<file path="src/rtl/alu_pkg.sv">
// ---------------------------------------------------------------------------
// alu_pkg
// Purpose : Opcode encodings and the FSM state type shared by the
//           multi-cycle ALU, its multiply/divide core and its testbench.
// Ports   : none (package)
// ---------------------------------------------------------------------------
package alu_pkg;

  localparam logic [3:0] OP_LUI   = 4'b0000;
  localparam logic [3:0] OP_OR    = 4'b0001;
  localparam logic [3:0] OP_AND   = 4'b0010;
  localparam logic [3:0] OP_ADD   = 4'b0011;
  localparam logic [3:0] OP_SUB   = 4'b0100;
  localparam logic [3:0] OP_NOR   = 4'b0101;
  localparam logic [3:0] OP_SLT   = 4'b0110;
  localparam logic [3:0] OP_SLL   = 4'b0111;
  localparam logic [3:0] OP_SRL   = 4'b1000;
  localparam logic [3:0] OP_MULTU = 4'b1001;
  localparam logic [3:0] OP_DIVU  = 4'b1010;

  typedef enum logic [1:0] {
    IDLE = 2'd0,
    MUL  = 2'd1,
    DIV  = 2'd2,
    DONE = 2'd3
  } state_t;

endpackage

</file>
<file path="src/rtl/alu_muldiv_core.sv">
// ---------------------------------------------------------------------------
// alu_muldiv_core
// Purpose : Iterative unsigned multiply (shift-add) and restoring divide,
//           one bit per clock, WIDTH iterations per operation.
// Ports   : i_clk      - rising-edge clock
//           i_reset    - synchronous active-low reset, aborts any operation
//           i_start    - load operands and begin an operation
//           i_isDiv    - 1 selects divide, 0 selects multiply (at i_start)
//           i_a, i_b   - multiplier/multiplicand or dividend/divisor
//           o_finish   - high during the final iteration cycle
//           o_nextHi   - HI after the current iteration (product high /
//                        remainder)
//           o_nextLo   - LO after the current iteration (product low /
//                        quotient)
// ---------------------------------------------------------------------------
module alu_muldiv_core #(
  parameter int WIDTH = 32
) (
  input  logic             i_clk,
  input  logic             i_reset,
  input  logic             i_start,
  input  logic             i_isDiv,
  input  logic [WIDTH-1:0] i_a,
  input  logic [WIDTH-1:0] i_b,
  output logic             o_finish,
  output logic [WIDTH-1:0] o_nextHi,
  output logic [WIDTH-1:0] o_nextLo
);

  localparam int CW = $clog2(WIDTH) + 1;

  logic [WIDTH-1:0] r_hi;
  logic [WIDTH-1:0] r_lo;
  logic [WIDTH-1:0] r_b;
  logic [CW-1:0]    r_count;
  logic             r_isDiv;

  logic [WIDTH:0]   w_mulSum;
  logic [WIDTH:0]   w_divShift;
  logic [WIDTH:0]   w_divTrial;
  logic             w_divFits;

  // One iteration of either algorithm. The top registers these values on
  // the finishing cycle, so the last iteration's result is never lost.
  // Multiply: {hi,lo} holds {partial product, remaining multiplier bits};
  // add the multiplicand when the current multiplier bit is set, then
  // shift the whole pair right by one.
  // Divide: shift the next dividend bit into the remainder and subtract
  // the divisor only if it fits; the fit bit becomes the next quotient bit.
  always_comb begin
    w_mulSum   = {1'b0, r_hi} + (r_lo[0] ? {1'b0, r_b} : '0);
    w_divShift = {r_hi, r_lo[WIDTH-1]};
    w_divTrial = w_divShift - {1'b0, r_b};
    w_divFits  = (w_divShift >= {1'b0, r_b});
    o_nextHi   = w_mulSum[WIDTH:1];
    o_nextLo   = {w_mulSum[0], r_lo[WIDTH-1:1]};
    if (r_isDiv) begin
      o_nextHi = w_divFits ? w_divTrial[WIDTH-1:0] : w_divShift[WIDTH-1:0];
      o_nextLo = {r_lo[WIDTH-2:0], w_divFits};
    end
  end

  assign o_finish = (r_count == CW'(1));

  // Operand load on start, then one iteration per clock while the counter
  // is nonzero. A counter of zero means the core is idle.
  always_ff @(posedge i_clk) begin
    if (!i_reset) begin
      r_hi    <= '0;
      r_lo    <= '0;
      r_b     <= '0;
      r_isDiv <= 1'b0;
      r_count <= '0;
    end else if (i_start) begin
      r_hi    <= '0;
      r_lo    <= i_a;
      r_b     <= i_b;
      r_isDiv <= i_isDiv;
      r_count <= CW'(WIDTH);
    end else if (r_count != '0) begin
      r_hi    <= o_nextHi;
      r_lo    <= o_nextLo;
      r_count <= r_count - CW'(1);
    end
  end

endmodule

</file>
<file path="src/rtl/alu_multicycle.sv">
// ---------------------------------------------------------------------------
// alu_multicycle
// Purpose : EX-stage ALU with registered outputs, single-cycle logic and
//           shift ops, and iterative MULTU/DIVU producing HI/LO, behind a
//           valid/ready/done handshake.
// Ports   : clk             - rising-edge clock
//           reset           - synchronous active-low reset
//           valid_i         - operation request
//           alu_operation_i - opcode (see alu_pkg)
//           a_i             - operand A; low SHW bits are the shift amount
//           b_i             - operand B
//           ready_o         - request can be accepted (IDLE only)
//           done_o          - one-cycle pulse, results valid
//           alu_data_o      - primary result; LO for MULTU/DIVU
//           hi_data_o       - HI for MULTU/DIVU, 0 otherwise
//           zero_o          - alu_data_o == 0, updated at completion
//           div_zero_o      - DIVU by zero, updated at completion
// ---------------------------------------------------------------------------
module alu_multicycle
  import alu_pkg::*;
#(
  parameter  int WIDTH = 32,
  localparam int SHW   = $clog2(WIDTH)
) (
  input  logic             clk,
  input  logic             reset,
  input  logic             valid_i,
  input  logic [3:0]       alu_operation_i,
  input  logic [WIDTH-1:0] a_i,
  input  logic [WIDTH-1:0] b_i,
  output logic             ready_o,
  output logic             done_o,
  output logic [WIDTH-1:0] alu_data_o,
  output logic [WIDTH-1:0] hi_data_o,
  output logic             zero_o,
  output logic             div_zero_o
);

  state_t           r_state;
  state_t           w_stateNext;
  logic [WIDTH-1:0] r_aluData;
  logic [WIDTH-1:0] r_hiData;
  logic             r_zero;
  logic             r_divZero;

  logic             w_accept;
  logic             w_start;
  logic             w_isDiv;
  logic             w_finish;
  logic [WIDTH-1:0] w_nextHi;
  logic [WIDTH-1:0] w_nextLo;
  logic [WIDTH-1:0] w_simpleResult;
  logic [SHW-1:0]   w_shamt;

  assign w_accept = valid_i && (r_state == IDLE);
  assign w_isDiv  = (alu_operation_i == OP_DIVU);
  assign w_shamt  = a_i[SHW-1:0];

  alu_muldiv_core #(
    .WIDTH (WIDTH)
  ) u_core (
    .i_clk    (clk),
    .i_reset  (reset),
    .i_start  (w_start),
    .i_isDiv  (w_isDiv),
    .i_a      (a_i),
    .i_b      (b_i),
    .o_finish (w_finish),
    .o_nextHi (w_nextHi),
    .o_nextLo (w_nextLo)
  );

  // Results of every op that completes in one cycle. Invalid opcodes fall
  // through to zero, which also makes zero_o read 1 for them.
  always_comb begin
    w_simpleResult = '0;
    case (alu_operation_i)
      OP_LUI: w_simpleResult = {b_i[WIDTH/2-1:0], {(WIDTH/2){1'b0}}};
      OP_OR:  w_simpleResult = a_i | b_i;
      OP_AND: w_simpleResult = a_i & b_i;
      OP_ADD: w_simpleResult = a_i + b_i;
      OP_SUB: w_simpleResult = a_i - b_i;
      OP_NOR: w_simpleResult = ~(a_i | b_i);
      OP_SLT: w_simpleResult = {{(WIDTH-1){1'b0}}, ($signed(a_i) < $signed(b_i))};
      OP_SLL: w_simpleResult = b_i << w_shamt;
      OP_SRL: w_simpleResult = b_i >> w_shamt;
      default: w_simpleResult = '0;
    endcase
  end

  // Next-state logic. Division by zero needs no iteration, so it goes
  // straight to DONE like a single-cycle op and never starts the core.
  always_comb begin
    w_stateNext = r_state;
    w_start     = 1'b0;
    case (r_state)
      IDLE: begin
        if (w_accept) begin
          if (alu_operation_i == OP_MULTU) begin
            w_stateNext = MUL;
            w_start     = 1'b1;
          end else if (w_isDiv && (b_i != '0)) begin
            w_stateNext = DIV;
            w_start     = 1'b1;
          end else begin
            w_stateNext = DONE;
          end
        end
      end
      MUL, DIV: begin
        if (w_finish) begin
          w_stateNext = DONE;
        end
      end
      DONE:    w_stateNext = IDLE;
      default: w_stateNext = IDLE;
    endcase
  end

  // State register; reset also aborts the core through its own reset.
  always_ff @(posedge clk) begin
    if (!reset) begin
      r_state <= IDLE;
    end else begin
      r_state <= w_stateNext;
    end
  end

  // Output registers change only on the edge that enters DONE, so results
  // hold steady between completions.
  always_ff @(posedge clk) begin
    if (!reset) begin
      r_aluData <= '0;
      r_hiData  <= '0;
      r_zero    <= 1'b0;
      r_divZero <= 1'b0;
    end else if (w_accept && !w_start && (alu_operation_i != OP_MULTU)) begin
      if (w_isDiv) begin
        r_aluData <= '1;
        r_hiData  <= a_i;
        r_zero    <= 1'b0;
        r_divZero <= 1'b1;
      end else begin
        r_aluData <= w_simpleResult;
        r_hiData  <= '0;
        r_zero    <= (w_simpleResult == '0);
        r_divZero <= 1'b0;
      end
    end else if (((r_state == MUL) || (r_state == DIV)) && w_finish) begin
      r_aluData <= w_nextLo;
      r_hiData  <= w_nextHi;
      r_zero    <= (w_nextLo == '0);
      r_divZero <= 1'b0;
    end
  end

  assign ready_o    = (r_state == IDLE);
  assign done_o     = (r_state == DONE);
  assign alu_data_o = r_aluData;
  assign hi_data_o  = r_hiData;
  assign zero_o     = r_zero;
  assign div_zero_o = r_divZero;

endmodule

</file>
<file path="config.mk">
export PLATFORM = sky130hd
export DESIGN_NAME = alu_multicycle
export DESIGN_NICKNAME = d
export VERILOG_FILES = /design/src/rtl/alu_pkg.sv /design/src/rtl/alu_muldiv_core.sv /design/src/rtl/alu_multicycle.sv
export SDC_FILE = /design/constraint.sdc
export NUM_CORES = 1
export LEC_CHECK = 0
export BUFFER_PORTS_ARGS = -buffer_cell sky130_fd_sc_hd__buf_4
export CAP_MARGIN = 15
export CORE_MARGIN = 3
export CORE_UTILIZATION = 32
export CTS_BUF_LIST = sky130_fd_sc_hd__clkbuf_8 sky130_fd_sc_hd__clkbuf_16
export DETAILED_ROUTE_END_ITERATION = 6
export PLACE_DENSITY = 0.45
export SLEW_MARGIN = 20
export SYNTH_ARGS = -nofsm -noshare
export SYNTH_HDL_FRONTEND = slang
export SYNTH_SLANG_ARGS = --single-unit
</file>
<file path="constraint.sdc">
create_clock -name clk -period 5.4 [get_ports clk]
set_input_delay 0.27 -clock clk [delete_from_list [all_inputs] [get_ports clk]]
set_output_delay 0.27 -clock clk [all_outputs]
set_load 0.02 [all_outputs]
</file>
; ---- Word level (Yosys, flattened, before mapping)
; Index checks and enable logic that the tools add are counted.
[totals]
register_bits = 171
input_bits = 71
output_inout_bits = 68
elab_cells = 89
[op_classes]
addsub = 5
magnitude_cmp = 2
eq_ne = 17
shifts = 2
mux = 30
bitwise_logic = 4
reduce_logical = 18
[ops]
columns = cell, n
row1 = $mux 32, 12
row2 = $pmux 32 s9, 1
row3 = $logic_not 32->1, 2
row4 = $sub 32x32->32, 2
row5 = $add 32x32->33, 1
row6 = $ge 33x32->1, 1
row7 = $add 32x32->32, 1
row8 = $and 32x32->32, 1
row9 = $lt 32x32->1, 1
row10 = $not 32->32, 1
row11 = $or 32x32->32, 1
row12 = $reduce_bool 32->1, 1
row13 = $shl 32x5->32, 1
row14 = $shr 32x5->32, 1
row15 = $eq 4x3->1 const B, 4
row16 = $eq 4x4->1 const B, 3
row17 = $mux 6, 2
row18 = $mux 1, 11
row19 = $eq 4x2->1 const B, 2
row20 = $eq 6x1->1 const B, 1
row21 = $mux 2, 3
row22 = $pmux 2 s3, 1
row23 = $reduce_bool 6->1, 1
row24 = $sub 6x1->6 const B, 1
row25 = 15 further kinds, 22

; ---- Depth between registers and ports, before layout
; Gate-level depths: netlist of the first run.
[logic_depth]
word_depth = 10
ltp_mapped = 19
mapped_depth_nobuf = 15

; ---- By module
; From an unflattened synthesis of the first run, not the netlist that was laid out.
[hier_totals]
hier_cells = 3040
area_unflattened_um2 = 22257.6
[modules_own_cells]
columns = module, instances, cells_each, area_each_um2, seq_area_each_um2
row1 = alu_multicycle, 1, 1888, 13121.3, 1361.3
row2 = alu_muldiv_core, 1, 1152, 9136.3, 2062.0

; ---- Worst setup path after synthesis of the first run
; No wires, ideal clock.
[synth_path]
path_kind = input to register
startpoint = input a_i[1]
endpoint = register r_zero, in the netlist zero_o
setup_time_ns = 0.084
arrival_ns = 4.431
required_time_ns = 5.316
path_slack_ns = 0.885
stages = 19
path_buffers = 6
path_cell_list = buf_6 -> buf_12 -> buf_4 -> buf_6 -> buf_2 -> buf_2 -> inv_1 -> fa_1 -> nand2b_1 -> a211oi_1 -> o41a_1 -> a311oi_1 -> o41ai_1 -> a21boi_0 -> o211ai_1 -> o2111a_1 -> a21oi_1 -> or4b_1 -> o31ai_2
[synth_via]
elab_chain_len = 6
elab_cells_between_ends = 12
classes_between = 2 x add/sub / 1 x order compare / 2 x shift / 3 x mux / 3 x bitwise / 1 x reduce/logical
[synth_lines]
columns = item, line_no
row1 = from (decl), alu_multicycle.sv:29  ; input logic [WIDTH-1:0] a_i,
row2 = branches (longest 2 deep; another with $sub 32x32->32), -
row3 = $pmux 32 s9 (*), alu_multicycle.sv:77  ; case (alu_operation_i)
row4 = $logic_not 32->1 (*), alu_multicycle.sv:146  ; r_zero <= (w_simpleResult == '0);
row5 = $mux 1 (*), alu_multicycle.sv:138  ; if (w_isDiv) begin
row6 = $mux 1 (*), alu_multicycle.sv:137  ; end else if (w_accept && !w_start && (alu_operation_i != OP_MULTU)) begin
row7 = to (signal assigned), alu_multicycle.sv:146
row8 = to (signal assigned), alu_multicycle.sv:152  ; r_zero <= (w_nextLo == '0);
row9 = to (decl), alu_multicycle.sv:43  ; logic r_zero;
; Every way passes the cells marked *.
; A chain may end at the register's enable or synchronous reset.

; ---- Worst setup path in the final report of the first run
[layout_path]
startpoint = register u_core.r_b[1]
endpoint = register r_hiData[10], in the netlist hi_data_o[10]
[layout_via]
elab_chain_len = 5
elab_cells_between_ends = 8
classes_between = 2 x add/sub / 1 x order compare / 5 x mux
[layout_lines]
columns = item, line_no
row1 = from (decl), alu_muldiv_core.sv:34  ; logic [WIDTH-1:0] r_b;
row2 = from (signal assigned), alu_muldiv_core.sv:77  ; r_b <= i_b;
row3 = "$mux 32, or another cell as far along", alu_muldiv_core.sv:51  ; w_mulSum = {1'b0, r_hi} + (r_lo[0] ? {1'b0, r_b} : '0);
row4 = $add 32x32->33 or $mux 32 (tied branches), "alu_muldiv_core.sv:51, alu_muldiv_core.sv:58"
row5 = $mux 32 (*), alu_muldiv_core.sv:57  ; if (r_isDiv) begin
row6 = $mux 32 (*), alu_multicycle.sv:149  ; end else if (((r_state == MUL) || (r_state == DIV)) && w_finish) begin
row7 = $mux 32 (*), alu_multicycle.sv:137
row8 = to (signal assigned), alu_multicycle.sv:140  ; r_hiData <= a_i;
row9 = to (signal assigned), alu_multicycle.sv:151  ; r_hiData <= w_nextHi;
row10 = to (decl), alu_multicycle.sv:42  ; logic [WIDTH-1:0] r_hiData;
; Every way passes the cells marked *; elsewhere a longest branch is shown, timed or not. The select of a mux whose other input is x is not followed.

==> Flow_metrics.wiki, run 1 <==
{| class="wikitable"
! Metric !! Value
|-
| Average via count per standard cell || 6.32
|-
| Ys flop type || sky130_fd_sc_hd__dfxtp_1
|-
| Number of buffers and inverters on the critical path || 2
|-
| Largest family of logic cells by synthesized area || compound AO/OA/AOI/OAI gates
|-
| Post-synthesis share of cell area spent on full adders, half adders and majority gates || 10.7%
|-
| Required time reported for the critical path endpoint || 5790 ps
|-
| Final setup TNS || 0 ps
|-
| Xor/xnor share of the synthesized area || 4.14%
|-
| Library cell with the highest instance count after synthesis || sky130_fd_sc_hd__nor2_1
|-
| Number of enable flip-flop cells after synthesis || 0
|-
| CP Launch Type || flop
|-
| Critical Path Slowest Stage Cell || sky130_fd_sc_hd__a21oi_1
|-
| Clock sink total || 171
|-
| Number of detailed-routing iterations run before antenna repair || 6
|-
| Slew HR || 31.9%
|-
| Result of the run || finished clean
|-
| Transition time at the pin with the least slew margin || 1020 ps
|-
| Top post-synthesis cells by area || sky130_fd_sc_hd__dfxtp_1 (16%), sky130_fd_sc_hd__ha_1 (10%), sky130_fd_sc_hd__a21oi_1 (7.0%)
|-
| Post-synthesis instance area || 20,900 um2
|-
| Maximum number of pins on one net before global-route repair || 79
|-
| Remaining design rule violation count || 0
|-
| Chip width || 262 um
|-
| Top-area cell type share of the netlist area || 16.3%
|-
| Remaining antenna violation count after routing || 0
|-
| Met2 Use GR || 46.5%
|-
| Met3 Usage GRT || 5.79%
|-
| Critical-path maximum fanout || 12
|-
| Synth-to-Final Area Change || 11.6%
|-
| Fraction of registers with async set/reset || 0%
|-
| Post_cts resized || 0
|-
| Arrival time at the worst endpoint || 5030 ps
|-
| Total of buffers placed on input and output ports || 138
|-
| GR Util met1 || 44.8%
|-
| Count of nets after finishing || 3,135
|-
| Antenna violations before repair || 4
|-
| Placement row count || 93
|-
| Global route hottest layer || met2
|-
| Unrepaired setup endpoints after global routing || false
|-
| F_max || 0.215 GHz
|-
| Simple-Gate Fraction of Synth Area || 20.6%
|-
| Die boundary height || 262 um
|-
| Hold WC Path Type || in2reg
|-
| Finish-stage setup viols || 0
|-
| Drt wl/cell || 29.3 um
|-
| Crit share post-route || 86.0%
|-
| Post-layout instance count excluding filler cells || 3,757
|-
| Gpl congestion || 1.03
|-
| Count of synthesis-stage warnings from yosys || 0
|-
| Power density of the placed cells || 415 nW/um2
|-
| Final Hold Violating Endpoints || 0
|-
| Post-CTS Hold Buffers || 0
|-
| Cell type group with the largest total delay on the critical path || compound AO/OA/AOI/OAI gates
|-
| CTS Buf Count || 17
|-
| Cell types with the highest counts after synthesis || sky130_fd_sc_hd__nor2_1 (301), sky130_fd_sc_hd__a21oi_1 (293), sky130_fd_sc_hd__nand2_1 (267)
|-
| Drt first-iter violations || 2,994
|-
| Fillcell total || 6,930
|-
| Number of pins with negative max-slew slack in the final report || 0
|-
| Number of placed instances, taps included || 3,724
|-
| Total die area || 68,600 um2
|-
| Worst vdd rail ir drop || 0.262 mV
|-
| Initial Util || 32.4%
|-
| Cell chain of the critical path || inv_1, ha_1, nor2b_1, o31a_1, o2111ai_1, a21oi_1, a21oi_1, a211oi_1, o32ai_4, buf_4, mux2i_1, a21oi_1, nand2_1, a211oi_1
|-
| Wire length of the first global-routing pass || 158,000 um
|-
| Flip-flop and latch count after synthesis || 171
|-
| Number of different library cells in the post-synthesis netlist || 89
|-
| Clock latency at the later pin of the worst-skew pair || 470 ps
|-
| Number of global-route vias before repair || 22,100
|-
| Final Routed Wirelength || 110,000 um
|-
| Final min period || 4650 ps
|-
| Sum of net half-perimeters after detailed placement || 84,900 um
|-
| Post-route total power || 9700 uW
|-
| Worst path most repeated cell || sky130_fd_sc_hd__a21oi_1
|-
| Synthesized area per cell || 7.26 um2
|-
| Net Count, Synth || 3,133
|-
| Vias after detailed routing || 23,700
|-
| Placeable core region || 64,600 um2
|-
| Seq/Total Area, Yosys || 16.3%
|-
| Max incr delay on CP || 640 ps
|-
| Nature of the critical path endpoint || flop
|-
| Top Ports || 139
|-
| Setup Skew || 21.2 ps
|-
| Post-synth top area cell || sky130_fd_sc_hd__dfxtp_1
|-
| Post-CTS repair timing setup buffer count || 0
|-
| Mux contribution to synthesized area || 11.3%
|-
| Max-cap violations || 0
|-
| Synth Area in Compound Gates || 29.9%
|-
| Cell chosen for the clock root || sky130_fd_sc_hd__clkbuf_16
|-
| Proportion of layout cells with a drive suffix above 1 || 12.3%
|-
| Leakage Power || 0.00934 uW
|-
| GRT Overall Usage || 31.4%
|-
| Grt ovf || 0
|-
| Clock transition at path regs || 80 ps
|-
| Number of instances in the synthesized netlist || 2,886
|-
| Maximum count of clock buffers along a single path || 2
|-
| Critical path type || reg2reg
|-
| CTS tree || done
|-
| H-tree depth || 4
|}
[logic make-up after synthesis]
group,Yosys count
AOI/OAI and AO/OA,959
xor gates and xnor gates,99
buffers and inverters,375
adders and majority gates,176
muxes,182
DFF,171
and+or+nand+nor,924
[worst paths after layout]
check	slack [ps]	end	depth (start not counted)	from
worst max-delay path	750	hi_data_o[10]	14	u_core.r_b[1]
worst min-delay path	90	hi_data_o[31]	3	a_i[31]
worst max register to register	750	hi_data_o[10]	14	u_core.r_b[1]
worst min register to register	470	alu_data_o[27]	2	alu_data_o[27]
[worst register-to-register path, delay by kind of cell, from the launching register on]
| kind | cells | cell delay (ps) |
|---|---|---|
| flip-flops | 1 | 440 |
| AND/OR/NAND/NOR | 2 | 280 |
| adder cells (fa/ha/maj) | 1 | 340 |
| multiplexers | 1 | 110 |
| buffers and inverters | 2 | 450 |
| AO/OA/AOI/OAI | 8 | 2940 |
[metal layers]
metal	wire, um	up-vias
met4	5070	4
li1	-	10600
met3	9040	230
met1	50300	11600
met5	25	-
met2	45700	1313
[cells in the final DEF, fill, tap and decap left out, types with 34 or more instances in the layout]
cell type / Yosys / layout
sky130_fd_sc_hd__inv_1: 151 / 150
sky130_fd_sc_hd__mux2i_1: 104 / 104
sky130_fd_sc_hd__nor2_1: 301 / 298
sky130_fd_sc_hd__mux4_2: 39 / 39
sky130_fd_sc_hd__a22oi_1: 34 / 34
sky130_fd_sc_hd__dfxtp_1: 171 / 170
sky130_fd_sc_hd__xnor2_1: 75 / 75
sky130_fd_sc_hd__nor3_1: 60 / 59
sky130_fd_sc_hd__a21oi_1: 293 / 292
sky130_fd_sc_hd__o211ai_1: 47 / 47
sky130_fd_sc_hd__nand3_1: 58 / 57
sky130_fd_sc_hd__o22ai_1: 34 / 34
sky130_fd_sc_hd__buf_4: 3 / 203
sky130_fd_sc_hd__o21ai_0: 178 / 178
sky130_fd_sc_hd__a211oi_1: 75 / 75
sky130_fd_sc_hd__mux2_2: 38 / 38
sky130_fd_sc_hd__nand2_1: 267 / 265
sky130_fd_sc_hd__and2_1: 47 / 47
sky130_fd_sc_hd__ha_1: 172 / 172
[registers in the layout, indices dropped and copies added (netlist names), 2 cells and up]
signal          flops
u_core.r_hi        32
u_core.r_b         32
alu_data_o         32
hi_data_o          32
u_core.r_lo        32
r_state             2
u_core.r_count      6
[cell type report]
class	instances	area, um2	share of cell area [%]
Antenna cell	1	2.50	0.0107
Clock buffer	17	425	1.82
Clock inverter	15	201	0.862
Inverter	154	579	2.48
Multi-Input combinational cell	2340	16100	69.0
Sequential cell	171	3430	14.7
Tap cell	855	1070	4.58
Timing Repair Buffer	204	1540	6.60
[where the power goes]
part | internal [uW] | switching (uW) | total (uW)
Sequential | 1600 | 350 | 1950
Combinational | 2320 | 4080 | 6400
Clock | 709 | 644 | 1350
[through the flow]
stage | utilization [%] | area, um2 | setup slack [ps] | hold slack, ps
finish | 36.2 | 23400 | 755 | 85.8
global route | 36.2 | 23400 | 423 | 110
CTS | 36.2 | 23400 | 825 | 74.6
detailed placement | 35.2 | 22700 | 519 | 448
global placement | 35.2 | 22700 | 525 | 449
floorplan | - | 20900 | 885 | 378
No activity file was read; power rests on OpenSTA's default activity.
==> inputs of run 2 (changes only) <==
BUFFER_PORTS_ARGS = default   (was -buffer_cell sky130_fd_sc_hd__buf_4)
DONT_BUFFER_PORTS = 1   (was default)
PLACE_DENSITY = 0.43   (was 0.45)
==> run 2 against run 1 <==
Against the previous run:
- the flow now finishes with violations (design-rule violations)
- combinational power decreased by 7.0%
- die area unchanged
- via count decreased by 1.6%
- first-iteration DRC count increased by 6.1%
- sequential power increased by 7%
- critical path type unchanged
==> Flow_metrics.wiki, run 2 (synthesis results as in run 1) <==
{| class="wikitable"
! Metric !! Value
|-
| CTS Buf Count || 17
|-
| Setup Skew || 16.1 ps
|-
| Post-layout instance count excluding filler cells || 3,665
|-
| Arrival time at the worst endpoint || 5020 ps
|-
| Number of pins with negative max-slew slack in the final report || 0
|-
| Placement row count || 93
|-
| Relative contribution of combinational cells to total power || 64.1%
|-
| Antenna violations before repair || 4
|-
| Hold WC Path Type || in2reg
|-
| CTS tree || done
|-
| Transition time at the pin with the least slew margin || 1060 ps
|-
| Number of detailed-routing iterations run before antenna repair || 7
|-
| Power density of the placed cells || 408 nW/um2
|-
| Vias after detailed routing || 23,400
|-
| Violated checks || design-rule violations
|-
| Most common cell after layout, fill and taps aside || sky130_fd_sc_hd__nor2_1
|-
| Clock sink total || 171
|-
| Sequential fraction of design power || 22.6%
|-
| Number of placed instances, taps included || 3,569
|-
| Grt ovf || 0
|-
| Maximum number of pins on one net before global-route repair || 98
|-
| Total area of multi-input combinational cells || 16,100 um2
|-
| Drt wl/cell || 31.2 um
|-
| FF+latch area || 3430 um2
|-
| Total die area || 68,600 um2
|-
| Required time reported for the critical path endpoint || 5710 ps
|-
| GRT Overall Usage || 32.5%
|-
| Average via count per standard cell || 6.38
|-
| Crit share post-route || 87.1%
|-
| Result of the run || finished, violations left
|-
| Cell chosen for the clock root || sky130_fd_sc_hd__clkbuf_16
|-
| CP Launch Type || flop
|-
| Slew HR || 29.2%
|-
| Nature of the critical path endpoint || flop
|-
| Final Routed Wirelength || 114,000 um
|-
| Clock latency at the later pin of the worst-skew pair || 470 ps
|-
| F_max || 0.213 GHz
|-
| Maximum count of clock buffers along a single path || 2
|-
| Clock transition at path regs || 80 ps
|-
| Gpl congestion || 0.996
|-
| Remaining design rule violation count || 10
|-
| Critical-path maximum fanout || 18
|-
| Wire length of the first global-routing pass || 162,000 um
|-
| Max-cap violations || 0
|-
| Worst vdd rail ir drop || 0.356 mV
|-
| Die boundary height || 262 um
|-
| Hold slack || 10.7 ps
|-
| Final Hold Violating Endpoints || 0
|-
| Unrepaired setup endpoints after global routing || false
|-
| Minimum setup slack after placement || 790 ps
|-
| Sum of net half-perimeters after detailed placement || 84,700 um
|-
| Fillcell total || 6,991
|-
| Portion of total power attributed to the clock network || 13.3%
|-
| Worst R2R Path Depth || 14
|-
| Initial Util || 32.4%
|-
| Leading cell types in the layout, fill and taps excluded || sky130_fd_sc_hd__nor2_1 (298), sky130_fd_sc_hd__a21oi_1 (292), sky130_fd_sc_hd__nand2_1 (265), sky130_fd_sc_hd__o21ai_0 (178), sky130_fd_sc_hd__ha_1 (172)
|-
| Final setup TNS || 0 ps
|-
| Count of nets after finishing || 3,040
|-
| Post_cts resized || 0
|-
| Switching Power || 4910 uW
|-
| Switching power share of the total || 52.9%
|-
| Smallest setup slack after layout || 697 ps
|-
| Placeable core region || 64,600 um2
|-
| Final min period || 4700 ps
|-
| Total of buffers placed on input and output ports || 0
|-
| H-tree depth || 4
|-
| Finish-stage setup viols || 0
|-
| Critical path type || reg2reg
|-
| Number of global-route vias before repair || 21,900
|-
| Proportion of layout cells with a drive suffix above 1 || 7.20%
|-
| Remaining antenna violation count after routing || 0
|-
| Top Ports || 139
|-
| Chip width || 262 um
|-
| Synth-to-Final Area Change || 8.61%
|-
| Drt first-iter violations || 3,176
|-
| Int Power || 4370 uW
|-
| Leakage Power || 0.00878 uW
|-
| Worst hold stages || 2
|}
-- run 2: changes by cell type in the layout (fill, tap and decap cells not counted), moves of 2 or more --
cell	previous run	this run
sky130_fd_sc_hd__bufinv_16	2	0
sky130_fd_sc_hd__dlygate4sd3_1	0	60
sky130_fd_sc_hd__clkinvlp_4	1	3
sky130_fd_sc_hd__clkinv_8	3	1
sky130_fd_sc_hd__diode_2	1	4
sky130_fd_sc_hd__buf_4	203	49
-- run 2: final cells by class --
class	count	area share, %
well taps	855	4.70
inverters	154	2.55
flip-flops and latches	171	15.1
multi-input cells	2340	70.9
clock inverters	15	0.594
repair buffers	109	4.26
clock buffers	17	1.87
diodes	4	0.0440
-- run 2: critical path: stages (launching register included) --
cell and delay, ps:
sky130_fd_sc_hd__dfxtp_1 410, sky130_fd_sc_hd__inv_1 60, sky130_fd_sc_hd__ha_1 300, sky130_fd_sc_hd__nor2b_1 150, sky130_fd_sc_hd__o31a_1 320, sky130_fd_sc_hd__o2111ai_1 360, sky130_fd_sc_hd__a21oi_1 240, sky130_fd_sc_hd__a21oi_1 520
sky130_fd_sc_hd__a211oi_1 230, sky130_fd_sc_hd__o32ai_4 340, sky130_fd_sc_hd__buf_4 400, sky130_fd_sc_hd__mux2_2 380, sky130_fd_sc_hd__mux2i_1 480, sky130_fd_sc_hd__o21ai_0 170, sky130_fd_sc_hd__nor3b_1 160
-- run 2: power by group through the flow --
stage	Sequential (uW)	Combinational (uW)	Clock (uW)
after floorplan	1940	4200	0
after global placement	2110	5730	0
after detailed placement	2110	5740	0
after CTS	2080	5850	1260
after global routing	2130	6460	1310
final	2090	5950	1240
-- run 2: timing repair --
action | 4_1_cts | 5_1_grt
hold buffers | 60 | 0
buffers inserted | 0 | 0
hold endpoints to repair | 82 | 0
-- run 2: worst paths after layout --
kind / start / end / slack [ps]
hold reg to reg: u_core.r_b[21] / u_core.r_b[21] / 490
setup reg to reg: u_core.r_b[1] / hi_data_o[8] / 700
hold / removal: b_i[4] / u_core.r_b[4] / 10
setup / recovery: u_core.r_b[1] / hi_data_o[8] / 700
-- run 2: per-layer routing --
metal | routed length (um) | track usage (%) | vias to the layer above | share of wire, %
met3 | 10500 | 8.36 | 196 | 9.1
met2 | 48500 | 48.7 | 1155 | 42
met1 | 50800 | 45.0 | 11600 | 44
met4 | 4760 | 11.7 | 0 | 4.2
met5 | 0 | 0 | - | 0
li1 | - | - | 10400 | -
-- run 2: metrics by stage --
stage / power [uW] / util [%] / cell area, um2
3_5_place_dp: 7860 / 33.4 / 21600
2_1_floorplan: 6130 / - / 20900
3_3_place_gp: 7840 / 33.4 / 21600
5_1_grt: 9900 / 35.2 / 22700
4_1_cts: 9190 / 35.2 / 22700
6_report: 9280 / 35.2 / 22700
==> inputs of run 3 (changes only) <==
CORE_UTILIZATION = 35   (was 32)
CTS_BUF_LIST = sky130_fd_sc_hd__clkbuf_8   (was sky130_fd_sc_hd__clkbuf_8 sky130_fd_sc_hd__clkbuf_16)
PLACE_DENSITY = 0.46   (was 0.43)
==> run 3 against run 2 <==
Against the previous run:
- the flow now finishes without violations
- register-to-register slack got worse by 200 ps
- total power down 2.8%
- sequential power about the same
- clock power down 19%
- die area shrank 8.4%
- global-route usage grew 3.3 points
- critical path depth unchanged
- critical endpoint unchanged
- largest cell class unchanged
- largest power group unchanged
==> Flow_metrics.wiki, run 3 (synthesis results as in run 1) <==
{| class="wikitable"
! Metric !! Value
|-
| Total of buffers placed on input and output ports || 0
|-
| Count of nets after finishing || 3,047
|-
| Transition time at the pin with the least slew margin || 1180 ps
|-
| Finish-stage setup viols || 0
|-
| Final min period || 4900 ps
|-
| H-tree depth || 4
|-
| Most common cell after layout, fill and taps aside || sky130_fd_sc_hd__nor2_1
|-
| Drt wl/cell || 32.4 um
|-
| Setup slack of the most critical reg-to-reg path || 500 ps
|-
| Worst R2R Start || u_core.r_b[1]
|-
| Number of pins with negative max-slew slack in the final report || 0
|-
| Initial Util || 35.4%
|-
| Placeable core region || 59,100 um2
|-
| First element of the critical path || u_core.r_b[1]
|-
| F_max || 0.204 GHz
|-
| Result of the run || finished clean
|-
| Critical hold path startpoint || a_i[8]
|-
| Synth-to-Final Area Change || 7.67%
|-
| Gpl congestion || 1.01
|-
| CP Launch Type || flop
|-
| Post-CTS repair timing setup buffer count || 0
|-
| Final setup TNS || 0 ps
|-
| Remaining antenna violation count after routing || 0
|-
| Clock transition at path regs || 90 ps
|-
| Endpoint of the most critical register-to-register path || hi_data_o[8]
|-
| Smallest setup slack after layout || 496 ps
|-
| GRT Overall Usage || 35.9%
|-
| CTS Buf Count || 17
|-
| Number of placed instances, taps included || 3,489
|-
| Hold slack || 76.9 ps
|-
| Antenna violations before repair || 10
|-
| CTS tree || done
|-
| Slew HR || 20.9%
|-
| Die boundary height || 251 um
|-
| Number of global-route vias before repair || 22,100
|-
| Worst R2R Path Depth || 14
|-
| Drt first-iter violations || 2,585
|-
| Leading cell types in the layout, fill and taps excluded || sky130_fd_sc_hd__nor2_1 (298), sky130_fd_sc_hd__a21oi_1 (292), sky130_fd_sc_hd__nand2_1 (266), sky130_fd_sc_hd__o21ai_0 (178), sky130_fd_sc_hd__ha_1 (172)
|-
| Number of detailed-routing iterations run before antenna repair || 6
|-
| Crit share post-route || 90.8%
|-
| Chip width || 251 um
|-
| Sum of net half-perimeters after detailed placement || 85,700 um
|-
| Grt ovf || 0
|-
| Average via count per standard cell || 6.54
|-
| Cell chosen for the clock root || sky130_fd_sc_hd__clkbuf_8
|-
| Final Routed Wirelength || 116,000 um
|-
| Total die area || 62,800 um2
|-
| Destination of the worst hold path || hi_data_o[8]
|-
| Worst hold stages || 2
|-
| Cell area after placement || 21,500 um2
|-
| Arrival time at the worst endpoint || 5310 ps
|-
| Remaining design rule violation count || 0
|-
| Hold WC Path Type || in2reg
|-
| Post-layout instance count excluding filler cells || 3,590
|-
| Unrepaired setup endpoints after global routing || false
|-
| Maximum count of clock buffers along a single path || 2
|-
| Proportion of layout cells with a drive suffix above 1 || 7.22%
|-
| Minimum setup slack after placement || 553 ps
|-
| Clock sink total || 171
|-
| Worst vdd rail ir drop || 0.284 mV
|-
| Post-layout instance area || 22,600 um2
|-
| Critical-path maximum fanout || 22
|-
| Max-cap violations || 0
|-
| Placement row count || 89
|-
| Clock latency at the later pin of the worst-skew pair || 560 ps
|-
| Vias after detailed routing || 23,500
|-
| Critical path type || reg2reg
|-
| Setup Skew || 24.8 ps
|-
| Maximum number of pins on one net before global-route repair || 98
|-
| Leakage Power || 0.00874 uW
|-
| Nature of the critical path endpoint || flop
|-
| Required time reported for the critical path endpoint || 5810 ps
|-
| Power density of the placed cells || 400 nW/um2
|-
| Top Ports || 139
|-
| Wire length of the first global-routing pass || 165,000 um
|-
| Final Hold Violating Endpoints || 0
|}
## run 3: worst max path at each step
stage	to	slack [ps]	depth (start not counted)
6_report	hi_data_o[8]	500	14
5_1_grt	hi_data_o[8]	130	14
3_5_place_dp	hi_data_o[8]	550	14
4_1_cts	hi_data_o[8]	520	14
2_1_floorplan	zero_o	880	19
3_3_place_gp	hi_data_o[8]	660	14
## run 3: final cells by class
cell class,instances,area [um2]
fill,6282,36600
multi-input combinational,2340,16100
sequential,171,3430
timing repair buffer,116,1030
tap,773,967
inverter,154,579
clock buffer,17,234
clock inverter,14,160
antenna,5,12.5
## run 3: timing repair
action | 4_1_cts | 5_1_grt
hold buffers | 65 | 0
resized for setup | 0 | 0
endpoints found under the hold margin | 97 | 0
## run 3: per-stage QoR
| stage | utilization (%) | total power (uW) |
|---|---|---|
| after floorplan | - | 6130 |
| after global placement | 36.3 | 7790 |
| after detailed placement | 36.3 | 7820 |
| after CTS | 38.1 | 8920 |
| after global routing | 38.1 | 9610 |
| final | 38.1 | 9020 |
## run 3: worst max-delay path: stages, from the launching register on
cell	delay, ps
sky130_fd_sc_hd__dfxtp_1	430
sky130_fd_sc_hd__inv_1	70
sky130_fd_sc_hd__ha_1	320
sky130_fd_sc_hd__nor2b_1	150
sky130_fd_sc_hd__o31a_1	290
sky130_fd_sc_hd__o2111ai_1	340
sky130_fd_sc_hd__a21oi_1	250
sky130_fd_sc_hd__a21oi_1	500
sky130_fd_sc_hd__a211oi_1	230
sky130_fd_sc_hd__o32ai_4	500
sky130_fd_sc_hd__buf_4	440
sky130_fd_sc_hd__mux2_2	370
sky130_fd_sc_hd__mux2i_1	530
sky130_fd_sc_hd__o21ai_0	180
sky130_fd_sc_hd__nor3b_1	160
## run 3: power breakdown
| part | internal [uW] | leakage (uW) | switching, uW |
|---|---|---|---|
| logic | 2170 | 0.00714 | 3760 |
| clock network | 420 | 0.000203 | 585 |
| registers | 1600 | 0.00140 | 483 |
| total | 4190 | 0.00874 | 4830 |
## run 3: routing by layer
| layer | up-vias | share of wire [%] | wire length [um] | global-route usage [%] |
|---|---|---|---|---|
| met5 | - | 0.037 | 43 | 0 |
| met4 | 6 | 5.2 | 6050 | 16.9 |
| met3 | 236 | 8.1 | 9440 | 6.59 |
| met2 | 1191 | 45 | 52300 | 57.3 |
| met1 | 11600 | 42 | 48500 | 46.8 |
| li1 | 10400 | - | - | - |
